`src/rtl/cu_pkg.sv`:
```
// Shared constants and types for the instruction-cycle control unit:
// fetch/indirect step indices, default geometry and the strobe bundle.
package cu_pkg;

  localparam int DEF_OPW        = 3;
  localparam int DEF_NT         = 16;
  localparam int DEF_EXEC_START = 10;

  localparam int T_PC2AR    = 0;
  localparam int T_LD_AR    = 1;
  localparam int T_FETCH_RD = 2;
  localparam int T_MEM2IR   = 3;
  localparam int T_LD_IR    = 4;
  localparam int T_DECODE   = 5;
  localparam int T_LD_I     = 6;
  localparam int T_IND_RD   = 7;
  localparam int T_IND_BUS  = 8;
  localparam int T_IND_LDAR = 9;

  typedef struct packed {
    logic x2;
    logic x5;
    logic x7;
    logic read;
    logic ld_ar;
    logic ld_ir;
    logic ld_i;
    logic inr_pc;
  } strobe_t;

  // The all-ones opcode is the I/O instruction, which never goes indirect.
  function automatic int io_op_idx(input int opw);
    return (1 << opw) - 1;
  endfunction

endpackage

```
`src/rtl/cu_opdec.sv`:
```
// Opcode decoder: OPW-bit opcode to 2**OPW one-hot lines, purely combinational.
module cu_opdec #(
  parameter int OPW = 3
) (
  input  logic [OPW-1:0]        op,
  output logic [(1<<OPW)-1:0]   D
);

  always_comb begin
    D     = '0;
    D[op] = 1'b1;
  end

endmodule

```
`src/rtl/cu_seq_ctrl.sv`:
```
// Instruction-cycle control unit: step counter with read stall, I-flag latch,
// indirect bypass and execute completion/timeout, plus fetch/indirect strobes.
module cu_seq_ctrl
  import cu_pkg::*;
#(
  parameter int OPW        = DEF_OPW,
  parameter int NT         = DEF_NT,
  parameter int EXEC_START = DEF_EXEC_START
) (
  input  logic                  clk,
  input  logic                  rst,
  input  logic [OPW-1:0]        op,
  input  logic                  i_bit,
  input  logic                  mem_ready,
  input  logic                  exec_done,
  output logic [NT-1:0]         T,
  output logic [$clog2(NT)-1:0] sc,
  output logic [(1<<OPW)-1:0]   D,
  output logic                  x2,
  output logic                  x5,
  output logic                  x7,
  output logic                  read,
  output logic                  ld_ar,
  output logic                  ld_ir,
  output logic                  ld_i,
  output logic                  inr_pc,
  output logic                  i_reg,
  output logic                  exec_en,
  output logic                  instr_done,
  output logic                  exec_timeout
);

  localparam int              SCW     = $clog2(NT);
  localparam int              IO_IDX  = io_op_idx(OPW);
  localparam logic [SCW-1:0]  SC_LAST = SCW'(NT - 1);
  localparam logic [SCW-1:0]  SC_EXEC = SCW'(EXEC_START);
  localparam logic [SCW-1:0]  SC_LD_I = SCW'(T_LD_I);
  localparam logic [SCW-1:0]  SC_ONE  = SCW'(1);

  logic    ind_act;
  logic    stall;
  logic    bypass;
  strobe_t stb;

  cu_opdec #(.OPW(OPW)) u_opdec (
    .op (op),
    .D  (D)
  );

  always_comb begin
    T     = '0;
    T[sc] = 1'b1;
  end

  assign ind_act = i_reg & ~D[IO_IDX];
  assign exec_en = (sc >= SC_EXEC);
  assign bypass  = ~i_bit | D[IO_IDX];

  // Indirect strobes are additionally gated so a bypassed path can never pulse them.
  always_comb begin
    stb        = '0;
    stb.x2     = T[T_PC2AR];
    stb.ld_ar  = T[T_LD_AR] | T[T_LD_I] | (T[T_IND_LDAR] & ind_act);
    stb.read   = T[T_FETCH_RD] | (T[T_IND_RD] & ind_act);
    stb.x7     = T[T_MEM2IR] | (T[T_IND_BUS] & ind_act);
    stb.inr_pc = T[T_LD_IR];
    stb.ld_ir  = T[T_LD_IR];
    stb.x5     = T[T_DECODE];
    stb.ld_i   = T[T_LD_I];
  end

  assign x2     = stb.x2;
  assign x5     = stb.x5;
  assign x7     = stb.x7;
  assign read   = stb.read;
  assign ld_ar  = stb.ld_ar;
  assign ld_ir  = stb.ld_ir;
  assign ld_i   = stb.ld_i;
  assign inr_pc = stb.inr_pc;

  assign stall  = stb.read & ~mem_ready;

  always_ff @(posedge clk) begin
    if (rst) begin
      sc           <= '0;
      i_reg        <= 1'b0;
      instr_done   <= 1'b0;
      exec_timeout <= 1'b0;
    end else begin
      instr_done   <= 1'b0;
      exec_timeout <= 1'b0;
      if (!stall) begin
        if (exec_en) begin
          // Completion wins over timeout when both land on the last step.
          if (exec_done || (sc == SC_LAST)) begin
            sc <= '0;
          end else begin
            sc <= sc + SC_ONE;
          end
          instr_done   <= exec_done;
          exec_timeout <= ~exec_done & (sc == SC_LAST);
        end else if (sc == SC_LD_I) begin
          i_reg <= i_bit;
          sc    <= bypass ? SC_EXEC : sc + SC_ONE;
        end else begin
          sc <= sc + SC_ONE;
        end
      end
    end
  end

  a_t_onehot:   assert property (@(posedge clk) disable iff (rst) $onehot(T));
  a_d_onehot:   assert property (@(posedge clk) disable iff (rst) $onehot(D));
  a_no_ex_read: assert property (@(posedge clk) disable iff (rst) !(read && exec_en));

endmodule

```
`config.mk`:
```
export PLATFORM = sky130hd
export DESIGN_NAME = cu_seq_ctrl
export DESIGN_NICKNAME = d
export VERILOG_FILES = /design/src/rtl/cu_pkg.sv /design/src/rtl/cu_opdec.sv /design/src/rtl/cu_seq_ctrl.sv
export SDC_FILE = /design/constraint.sdc
export NUM_CORES = 1
export LEC_CHECK = 0
export CAP_MARGIN = 20
export CORE_ASPECT_RATIO = 0.8
export CORE_MARGIN = 3
export CORE_UTILIZATION = 37
export CTS_CLUSTER_SIZE = 25
export DETAILED_ROUTE_END_ITERATION = 12
export GPL_ROUTABILITY_DRIVEN = 0
export PLACE_DENSITY = 0.84
export SLEW_MARGIN = 20
export SYNTH_ARGS = -nofsm -noshare
export SYNTH_HDL_FRONTEND = slang
export SYNTH_SLANG_ARGS = --single-unit
```
`constraint.sdc`:
```
create_clock -name clk -period 4.9 [get_ports clk]
set_input_delay 0.98 -clock clk [delete_from_list [all_inputs] [get_ports clk]]
set_output_delay 0.98 -clock clk [all_outputs]
set_load 0.1 [all_outputs]
```
Yosys cells after proc, flatten, opt, wreduce, memory -nomap -nowiden

Index checks and enable logic that the tools add are counted.
W data, S select, Z words.

Bits of input ports: 8
Output and inout bits: 40
Bits in registers: 7
Logic and storage cells: 42

Eq/ne operators: 2
Mux-type cells: 8
Reductions and logical operators: 5
Add/subtract/negate cells: 1
Bitwise logic cells: 17
$lt $le $gt $ge: 5

Operators by type and width:

| kind                  | count |
|---|---|
| $mux W4               | 4 |
| $and A1 B1 Y1         | 6 |
| $not A1 Y1            | 6 |
| $lt A4 B5 Y1 const B  | 1 |
| $or A1 B1 Y1          | 5 |
| $add A4 B1 Y4 const B | 1 |
| $demux W1 S4          | 1 |
| $eq A4 B3 Y1 const B  | 1 |
| $eq A4 B4 Y1 const B  | 1 |
| $ge A4 B1 Y1 const B  | 1 |
| $ge A4 B4 Y1 const B  | 1 |
| $lt A3 B4 Y1 const B  | 1 |
| $demux W1 S3          | 1 |
| $ge A3 B1 Y1 const B  | 1 |
| $reduce_and A3 Y1     | 1 |
| $reduce_or A3 Y1      | 1 |
| $logic_and A1 B1 Y1   | 2 |
| $mux W1               | 2 |
| $logic_or A1 B1 Y1    | 1 |

Logic depth before layout (Yosys ltp)

Depth in word-level cells: 11
Depth in mapped cells: 6
Depth with buffers taken out: 6

Modules after synthesis

Synthesis repeated with hierarchy kept, for this count alone.

Cells, all modules: 83
Area, all modules: 698.2 um^2

By module, submodules not included:

| module      | area each (um^2) | sequential area each (um^2) | cells an instance | times used |
|---|---|---|---|---|
| cu_seq_ctrl | 633.1            | 140.1                       | 75                | 1 |
| cu_opdec    | 65.1             | 0.0                         | 8                 | 1 |

Least setup slack after synthesis

No wires, ideal clock.

Path kind: input to output
From: in op[2]
To: out D[1]
Stages: 1
Required time: 3920 ps
Arrival: 3192 ps
Path buffers: 0
Setup slack: 728 ps
Path through: nor3b_1

Word-level cells in the longest chain between the ends: 4
Elaborated cells on any way between the ends: 5
Classes of those cells: order compare: 2; mux: 2; reduce/logical: 1

Ends and longest elaborated chain:

| what                                                               | RTL line          | text |
|---|---|---|
| from (decl)                                                        | cu_seq_ctrl.sv:12 | `input logic [OPW-1:0] op,` |
| $lt A3 B4 Y1 (not written as such) or $ge A3 B1 Y1 (tied branches) | cu_opdec.sv:11    | `D[op] = 1'b1;` |
| $logic_and A1 B1 Y1 (not written as such)                          | cu_opdec.sv:11    |  |
| $mux W1 (not written as such)                                      | cu_opdec.sv:11    |  |
| $demux W1 S3 (*)                                                   | -                 |  |
| to (decl)                                                          | cu_seq_ctrl.sv:18 | `output logic [(1<<OPW)-1:0] D,` |

Mark *: on every way between the ends. The rest lies on a longest branch, timed or not.

Final worst setup path

From: reg sc[2]
To: out T[6]

Word-level cells in the longest chain between the ends: 4
Elaborated cells on any way between the ends: 5
Classes of those cells: order compare: 2; mux: 2; reduce/logical: 1

Ends and longest elaborated chain:

| what                                                               | RTL line           | text |
|---|---|---|
| from (decl)                                                        | cu_seq_ctrl.sv:17  | `output logic [$clog2(NT)-1:0] sc,` |
| from (signal assigned)                                             | cu_seq_ctrl.sv:98  | `sc <= sc + SC_ONE;` |
| from (signal assigned)                                             | cu_seq_ctrl.sv:104 | `sc <= bypass ? SC_EXEC : sc + SC_ONE;` |
| from (signal assigned)                                             | cu_seq_ctrl.sv:106 | `sc <= sc + SC_ONE;` |
| $lt A4 B5 Y1 (not written as such) or $ge A4 B1 Y1 (tied branches) | cu_seq_ctrl.sv:52  | `T[sc] = 1'b1;` |
| $logic_and A1 B1 Y1 (not written as such)                          | cu_seq_ctrl.sv:52  |  |
| $mux W1 (not written as such)                                      | cu_seq_ctrl.sv:52  |  |
| $demux W1 S4 (*)                                                   | cu_seq_ctrl.sv:52  |  |
| to (decl)                                                          | cu_seq_ctrl.sv:16  | `output logic [NT-1:0] T,` |

Marked as above.

==> summary.md <==
| Metric | Value |
|---|---|
| Status | `finished clean` |
| Reg-to-reg critical path startpoint | `sc[0]` |
| Post-CTS Resized | `0` |
| Routed Antenna Nets | `0` |
| Clk buf depth | `2` |
| DRT Pass-1 Iters | `4` |
| Total GRT Usage | `19.8%` |
| Final-stage net count | `142` |
| Initial Utilization | `40.6%` |
| CTS tree | `done` |
| Port buffer count | `47` |
| Setup TNS Final | `0 ns` |
| Die extent in x | `54.0 µm` |
| Final worst-path cycle share | `73.8%` |
| Dpl cells | `147` |
| Gr ovfl total | `0` |
| Root Buffer | `clkbuf_4` |
| Final setup vio count | `0` |
| Die H | `44.4 µm` |
| Final Cell Area | `0.00113 mm²` |
| Max Cap Viol | `0` |
| Final wirelength | `2160 µm` |
| Yosys warnings | `0` |
| Leak pwr | `0.000466 µW` |
| Critical Path Start Type | `flip-flop` |
| H-tree Lvls | `1` |
| Max-slew violations | `0` |
| Commonest non-fill, non-tap cells in the layout | `clkdlybuf4s50_1 (36), and2_1 (11), buf_4 (11)` |
| Number of DRC markers in iteration 0 | `13` |
| Data arrival, critical path | `2.64 ns` |
| # diodes | `0` |
| Worst-path maximum fanout | `16` |
| Reg2reg end | `i_reg` |
| Main synth FF type | `dfxtp_1` |
| Fillers | `144` |
| Largest net degree at the start of global routing | `17` |
| Worst setup EP type | `output pin` |
| Hold-fix buffers, CTS | `0` |
| Most common cell after layout, fill and taps aside | `clkdlybuf4s50_1` |
| RSZ-0062 raised after global routing | `no` |
| Share of post-route cells with drive strength above 1 | `17.1%` |
| Initial antenna violation count | `0` |
| I/O pins | `48` |
| Post-CTS setup buffers | `0` |
| Slew headroom | `33.6%` |
| Fin. Hold Viols | `0` |
| Max Freq | `276 MHz` |
| Count of different cell masters after synthesis | `32` |
| DP Wirelength | `1730 µm` |
| Global-route wire length before repair | `3450 µm` |
| Clk_lat worst skew | `0.26 ns` |
| Clk sinks | `7` |
| Cell area after synthesis | `681 µm²` |
| Post-synth EDFFs | `0` |
| Max VDD drop | `0.271 mV` |
| Site Rows | `13` |
| Vias in the first global route | `707` |
| PwrDens | `368 mW/mm²` |
| Worst-path clk slew | `0.05 ns` |
| Area Growth Syn to Fin | `66.2%` |
| Slew @ Worst Pin | `0.993 ns` |
| Vias | `801` |
| Clock Skew | `0.000194 ns` |
| Syn_area_per_cell | `8.01 µm²` |
| FF-to-FF setup slack | `2.99 ns` |
| Vias/cell | `5.30` |
| Final non-filler cell total | `151` |
| Cts bufs inserted | `3` |
| CP Class | `flip-flop to output pin` |
| Top reg by flops | `sc` |
| WHS Path Cells | `2` |
| Post-synthesis sequential area ratio | `20.6%` |
| DP Area | `0.00110 mm²` |
| Fin crit period | `3.62 ns` |
| Hold Crit Class | `flip-flop to flip-flop` |
| Mapped Cells | `85` |
| Critical path data required time | `3.92 ns` |
| Seq cells post-synth | `7` |
| Max reg flops | `4` |
| Avg WL per Cell | `14.3 µm` |
| Ys async rst share | `0%` |
| DIE AREA | `0.00239 mm²` |
| # DRC | `0` |
| Mapped Nets | `97` |
| Core area | `0.00168 mm²` |
| R2r worst-path depth | `6` |
| Min-delay src | `i_reg` |
| Hold EP | `i_reg` |
==> routing by layer <==
metal  vias to the layer above  GRT usage, %  part of all wire, %  wire length (µm)
met5                         -             0                    0                 0
met1                       379          24.9                   43               931
met3                         4          6.06                  7.1               153
li1                        387             -                    -                 -
met2                        31          32.9                   49              1060
met4                         0          4.59                 0.88                19
==> worst max path at each step <==
stage | from | endpoint | slack, ns | depth (start not counted)
6_report | sc[2] | T[6] | 1.28 | 4
5_1_grt | sc[2] | T[6] | 1.12 | 4
4_1_cts | sc[2] | T[6] | 1.28 | 4
3_5_place_dp | op[1] | ld_ar | 1.53 | 4
3_3_place_gp | op[2] | ld_ar | 1.56 | 4
2_1_floorplan | op[2] | D[1] | 0.73 | 1
==> synth_stat cells, types with 2 or more instances <==
master	n	share of area, %
a21oi_1	2	1.5
a31o_2	2	2.6
and2_1	11	10
and3_1	4	3.7
and3b_2	2	2.9
buf_4	5	5.5
dfxtp_1	7	21
ha_1	4	7.4
inv_1	5	2.8
nand2_1	4	2.2
nand3b_1	3	3.3
nor2_1	6	3.3
nor2b_1	2	1.8
nor3b_1	4	4.4
nor4b_1	3	3.9
o21ai_0	5	3.7
==> kinds of logic (layout without fill, tap and decap cells) <==
family | Yosys count | count (layout) | synth area share [%]
flops | 7 | 7 | 20.6
buf+inv | 12 | 56 | 9.56
fa+ha+maj | 4 | 4 | 7.35
compound gates | 18 | 18 | 19.7
simple gates | 44 | 44 | 42.8
==> critical path, cell delays in order (launching register included) <==
cell             delay [ns]
dfxtp_1                0.61
nor2b_1                0.33
nand2_1                0.17
inv_1                  0.12
clkdlybuf4s50_1        1.14
==> cell type report <==
type / count / area (µm²) / share of cell area [%]
clock buffers: 4 / 26.3 / 2.32
multi-input cells: 66 / 475 / 42.0
well taps: 22 / 27.5 / 2.43
inverters: 5 / 18.8 / 1.66
flip-flops and latches: 7 / 140 / 12.4
repair buffers: 47 / 443 / 39.2
==> power breakdown <==
group | internal (µW) | leakage (µW) | switching (µW)
Clock | 31.2 | 0.0000150 | 22.6
Combinational | 65.9 | 0.000394 | 225
Sequential | 61.6 | 0.0000570 | 10.7
Total | 159 | 0.000466 | 258
==> through the flow <==
stage | utilization (%) | power [µW] | setup WS [ns] | hold WS (ns)
5_1_grt | 67.5 | 434 | 1.12 | 0.594
6_report | 67.5 | 416 | 1.28 | 0.563
3_3_place_gp | 65.9 | 362 | 1.56 | 0.555
2_1_floorplan | - | 304 | 0.728 | 0.981
3_5_place_dp | 65.9 | 364 | 1.53 | 0.552
4_1_cts | 67.5 | 419 | 1.28 | 0.565
Power figures use the tool's default switching activity.
